--- src/rtl/vmem_write_arbiter.sv ---
// vmem_write_arbiter
//   CPU-side writer/arbiter for the shared video memory. Video fetches own the
//   RAM whenever vid_active is high. CPU writes are queued in a small FIFO and
//   retire in idle slots. CPU reads wait until every queued write has retired.
//   Optional feature macro: VMEM_CPU_READ_EN enables the CPU read path and its
//   FSM. When the macro is undefined the read ports stay present and are tied
//   off.
module vmem_write_arbiter #(
    parameter int ADDR_W     = 14,
    parameter int DATA_W     = 12,
    parameter int FIFO_DEPTH = 4
) (
    input  logic                          clk,
    input  logic                          rst,
    input  logic                          vid_active,
    input  logic [ADDR_W-1:0]             vid_addr,
    output logic [DATA_W-1:0]             vid_data,
    input  logic                          cpu_wr_valid,
    output logic                          cpu_wr_ready,
    input  logic [ADDR_W-1:0]             cpu_wr_addr,
    input  logic [DATA_W-1:0]             cpu_wr_data,
    input  logic                          cpu_rd_valid,
    output logic                          cpu_rd_ready,
    input  logic [ADDR_W-1:0]             cpu_rd_addr,
    output logic                          cpu_rd_dvalid,
    output logic [DATA_W-1:0]             cpu_rd_data,
    output logic [$clog2(FIFO_DEPTH):0]   fifo_level,
    output logic [ADDR_W-1:0]             mem_addr,
    output logic [DATA_W-1:0]             mem_wdata,
    output logic                          mem_wren,
    input  logic [DATA_W-1:0]             mem_rdata
);

    localparam int PTR_W = $clog2(FIFO_DEPTH);
    localparam int LVL_W = PTR_W + 1;
    localparam logic [LVL_W-1:0] DEPTH_LVL = LVL_W'(FIFO_DEPTH);

    logic [ADDR_W-1:0] fifo_addr_q [FIFO_DEPTH];
    logic [DATA_W-1:0] fifo_data_q [FIFO_DEPTH];
    logic [PTR_W-1:0]  wr_ptr_q, wr_ptr_d;
    logic [PTR_W-1:0]  rd_ptr_q, rd_ptr_d;
    logic [LVL_W-1:0]  level_q, level_d;
    logic              fifo_empty;
    logic              push;
    logic              pop;
    logic              rd_issue;

    // A full FIFO refuses a push even in a cycle where it also pops.
    assign fifo_empty   = (level_q == '0);
    assign cpu_wr_ready = (level_q < DEPTH_LVL);
    assign push         = cpu_wr_valid && cpu_wr_ready;
    assign pop          = !vid_active && !fifo_empty;
    assign fifo_level   = level_q;
    assign vid_data     = mem_rdata;

    // Next FIFO pointers and level; pointers wrap naturally at the power-of-2 depth.
    always_comb begin
        // NOTE: every combinational output gets a default first, so no path can infer a latch.
        wr_ptr_d = wr_ptr_q;
        rd_ptr_d = rd_ptr_q;
        level_d  = level_q;
        if (push) wr_ptr_d = wr_ptr_q + PTR_W'(1);
        if (pop)  rd_ptr_d = rd_ptr_q + PTR_W'(1);
        unique case ({push, pop})
            2'b10:   level_d = level_q + LVL_W'(1);
            2'b01:   level_d = level_q - LVL_W'(1);
            default: level_d = level_q;
        endcase
    end

    // FIFO bookkeeping registers; reset discards all queued writes.
    always_ff @(posedge clk or negedge rst) begin
        if (!rst) begin
            // NOTE: sequential state uses non-blocking assignments so every register samples pre-edge values.
            wr_ptr_q <= '0;
            rd_ptr_q <= '0;
            level_q  <= '0;
        end else begin
            wr_ptr_q <= wr_ptr_d;
            rd_ptr_q <= rd_ptr_d;
            level_q  <= level_d;
        end
    end

    // FIFO payload storage, written on an accepted push.
    always_ff @(posedge clk) begin
        // NOTE: the storage array has no reset; an entry is only read after a push has written it.
        if (push) begin
            fifo_addr_q[wr_ptr_q] <= cpu_wr_addr;
            fifo_data_q[wr_ptr_q] <= cpu_wr_data;
        end
    end

`ifdef VMEM_CPU_READ_EN
    typedef enum logic {ST_IDLE, ST_RD_WAIT} rd_state_e;

    rd_state_e         state_q, state_d;
    logic              rd_capture;
    logic              rd_dvalid_q;
    logic [DATA_W-1:0] rd_data_q;

    // Read FSM state register; an in-flight read is dropped on reset.
    always_ff @(posedge clk or negedge rst) begin
        if (!rst) state_q <= ST_IDLE;
        else      state_q <= state_d;
    end

    // Read FSM next state: a single wait cycle while the RAM output register fills.
    always_comb begin
        state_d = state_q;
        unique case (state_q)
            ST_IDLE:    if (rd_issue) state_d = ST_RD_WAIT;
            ST_RD_WAIT: state_d = ST_IDLE;
            default:    state_d = ST_IDLE;
        endcase
    end

    // Read FSM outputs: reads only issue into an idle RAM with no writes queued.
    always_comb begin
        cpu_rd_ready = (state_q == ST_IDLE) && !vid_active && fifo_empty;
        rd_issue     = cpu_rd_ready && cpu_rd_valid;
        rd_capture   = (state_q == ST_RD_WAIT);
    end

    // Capture the RAM output one cycle after issue and pulse the data-valid flag.
    always_ff @(posedge clk or negedge rst) begin
        if (!rst) begin
            rd_dvalid_q <= 1'b0;
            rd_data_q   <= '0;
        end else begin
            rd_dvalid_q <= rd_capture;
            if (rd_capture) rd_data_q <= mem_rdata;
        end
    end

    assign cpu_rd_dvalid = rd_dvalid_q;
    assign cpu_rd_data   = rd_data_q;
`else
    logic unused_rd;

    assign unused_rd     = ^{cpu_rd_valid, cpu_rd_addr};
    assign rd_issue      = 1'b0;
    assign cpu_rd_ready  = 1'b0;
    assign cpu_rd_dvalid = 1'b0;
    assign cpu_rd_data   = '0;
`endif

    // RAM port mux: video fetch, then FIFO drain, then CPU read issue.
    always_comb begin
        mem_addr  = '0;
        mem_wdata = '0;
        mem_wren  = 1'b0;
        if (vid_active) begin
            mem_addr = vid_addr;
        end else if (!fifo_empty) begin
            mem_addr  = fifo_addr_q[rd_ptr_q];
            mem_wdata = fifo_data_q[rd_ptr_q];
            mem_wren  = 1'b1;
        end else if (rd_issue) begin
            mem_addr = cpu_rd_addr;
        end
    end

endmodule

--- config.mk ---
export PLATFORM = sky130hd
export DESIGN_NAME = vmem_write_arbiter
export DESIGN_NICKNAME = d
export VERILOG_FILES = /design/src/rtl/vmem_write_arbiter.sv
export SDC_FILE = /design/constraint.sdc
export NUM_CORES = 1
export LEC_CHECK = 0
export ABC_CLOCK_PERIOD_IN_PS = 2660
export CORE_UTILIZATION = 45
export DETAILED_ROUTE_END_ITERATION = 10
export HOLD_SLACK_MARGIN = 0.05
export PLACE_DENSITY = 0.75
export SYNTH_ARGS = -nofsm -noshare
export SYNTH_HDL_FRONTEND = slang
export SYNTH_SLANG_ARGS = --single-unit
--- constraint.sdc ---
create_clock -name clk -period 2.66 [get_ports clk]
set_input_delay 0.532 -clock clk [delete_from_list [all_inputs] [get_ports clk]]
set_output_delay 0.532 -clock clk [all_outputs]
set_load 0.01 [all_outputs]
==> metrics.cfg <==
[drt]
drt-pass1-iter-count=4
dr_total_vias=2269
routedWlPerCell_um=17.2
drt.antenna.violating_nets=0
drt_iter0_drc=113
drc=0
drt_wl_total_um=7900
via_per_inst=4.93

[floorplanning]
row_count=36
core_sq_um=9910
die_h_um=104
ios=128
initial_core_util=0.471
dieArea_sq_um=10800
die_x_um=104

[clock_tree]
cts_htree_levels=3
cts_tree=done
clk_path_buf_depth=2
numCtsBuffers=9
clk_latency_ns=0.37
cts.clk_slew.worst_paths_ns=0.09
cts_sinks=111
root_buffer=clkbuf_8

[critical_path]
timing.rr.end=fifo_level[1]
cp.arrival_ns=2.06
slowest_delay_ns=0.53
critPathLaunch=rd_ptr_q[0]
cp_slowest_cell=mux4_1
timing.rr.start=fifo_level[0]
endpoint_kind=output port
worstPathMaxFanout=7
path_cells=buf_12 > buf_4 > mux4_1 > a22o_1 > dlygate4sd2_1
reg2reg_slack_ns=0.67
critical_path_class=reg2out
cp.required_ns=2.13
cp-endpoint=mem_addr[2]
start_kind=flip-flop
reg2regPathDepth=7

[synthesis]
ys.warnings.count=0
syn-instance-count=232
syn_avg_cell_area_sq_um=20.1
ys_seq_area_frac=0.707
synth_area_sq_um=4670
synth-seq-cells=111
synth_cell_types=25

[grt]
grt_remaining_overflow=0
grt_use_total=0.152
grt_pass1_wl_um=12200
grt_pass1_vias=2275
antenna_found_initial=0
grt_max_degree=28

[sta]
max_freq_ghz=0.386
setup_violations=0
clock_skew_ns=0.0145
setup-tns-final_ns=0
fin_crit_ns=2.59
hold_viol=0
drv_slew=0
finalCritPeriodShare=0.974
worst_slack_ns=0.0704

[placed_design]
dp_hpwl_um=4990
port_buffers=74
post-place-ws_ns=0.0553
dpl_cell_area_sq_um=5520
gp_congestion=0.663
post-place-cells=432

[power]
power_density_nw_per_um2=880
p_leak_nw=2.24
ir_drop_v=0.000347

[cells_and_area]
drive_gt1_frac=0.165
final_common_cell=edfxtp_1
final_cell_mix=edfxtp_1 (104), clkdlybuf4s50_1 (48), buf_4 (23), mux4_1 (18)
utilization=0.587
diodes=0
area_growth_syn_to_layout_pct=24.6
num-fill-cells=743
final_cell_area_sq_um=5820
multiInputGateArea_sq_um=1120
final_cells=460
seqCellArea_sq_um=3300
nets=399

[outcome]
status=complete, no violations

[job]
cap_violations=0

[hold_path]
hp-class=in2async

[flip-flops by register name, indices dropped and copies added, names as in the netlist]
signal       flops
fifo_level       3
fifo_addr_q     56
rd_ptr_q         2
fifo_data_q     48
wr_ptr_q         2
[final cells by class]
cell class                      instances  area share
Timing Repair Buffer                  103       0.177
Sequential cell                       111       0.567
Multi-Input combinational cell         90       0.193
Clock inverter                          5     0.00731
Clock buffer                           11      0.0226
Inverter                                7     0.00452
Tap cell                              133      0.0286
[stage by stage]
step / power [W] / hold WS (ns)
2_1_floorplan: 0.00344 / 0.236
3_3_place_gp: 0.00412 / 0.538
3_5_place_dp: 0.00416 / 0.533
4_1_cts: 0.00501 / 0.439
5_1_grt: 0.00539 / 0.458
6_report: 0.00512 / 0.442
[worst max-delay path, delay by kind of cell, from the launching register on]
| kind | cells | cell delay, ns |
|---|---|---|
| buffers and inverters | 3 | 0.54 |
| multiplexers | 1 | 0.53 |
| flip-flops | 1 | 0.42 |
| AO/OA/AOI/OAI | 1 | 0.21 |
[worst min path at each step]
| stage | from | end | depth (start not counted) |
|---|---|---|---|
| 4_1_cts | rst | rd_ptr_q[1] | 1 |
| 2_1_floorplan | rst | fifo_level[0] | 0 |
| 3_5_place_dp | fifo_level[0] | fifo_level[0] | 1 |
| 3_3_place_gp | fifo_level[0] | fifo_level[0] | 1 |
| 6_report | rst | rd_ptr_q[1] | 1 |
| 5_1_grt | rst | rd_ptr_q[1] | 1 |
[timing repair]
| item | CTS | global route |
|---|---|---|
| buffers inserted | 0 | 12 |
| setup endpoints to repair | 26 | 10 |
| hold buffers | 0 | 0 |
| resized for setup | 20 | 14 |
| cloned | 0 | 0 |
[kinds of logic after synthesis]
logic type,after synthesis,share of synthesized area
compound gates,15,0.0273
xor+xnor,6,0.0113
fa+ha+maj,6,0.0177
buf+inv,44,0.0641
flops,111,0.707
mux,27,0.144
other cells,1,0.000804
simple gates,22,0.0284
[power breakdown]
| group | internal, W | total (W) | switching, W | leakage, nW |
|---|---|---|---|---|
| sequential | 0.00220 | 0.00230 | 0.0000950 | 1.03 |
| clock | 0.000352 | 0.000901 | 0.000549 | 0.0845 |
| combinational | 0.00110 | 0.00192 | 0.000820 | 1.13 |
[layer usage]
layer | up-vias | share of wire | track usage
li1 | 1063 | - | -
met1 | 1124 | 0.43 | 0.193
met2 | 68 | 0.50 | 0.249
met3 | 14 | 0.056 | 0.0441
met4 | 0 | 0.018 | 0.0531
met5 | - | 0 | 0
[synth_stat cells]
cell | number | share of area
nor2_1 | 1 | 0.00080
clkbuf_1 | 4 | 0.0032
buf_4 | 26 | 0.042
nor3b_1 | 1 | 0.0016
buf_6 | 2 | 0.0048
and2_1 | 16 | 0.021
fa_1 | 1 | 0.0043
ha_1 | 5 | 0.013
edfxtp_1 | 104 | 0.67
nand2_1 | 1 | 0.00080
mux2i_1 | 1 | 0.0021
conb_1 | 1 | 0.00080
xor2_1 | 3 | 0.0056
xnor2_1 | 3 | 0.0056
nor3_1 | 1 | 0.0011
o21ai_0 | 1 | 0.0011
buf_2 | 4 | 0.0043
inv_1 | 7 | 0.0056
buf_12 | 1 | 0.0043
mux4_2 | 6 | 0.029
nor2b_1 | 1 | 0.0013
dfrtp_1 | 7 | 0.038
a22o_1 | 14 | 0.026
mux4_1 | 20 | 0.11
nor2_2 | 1 | 0.0013
Note: power is estimated with default switching activity, not from simulation.
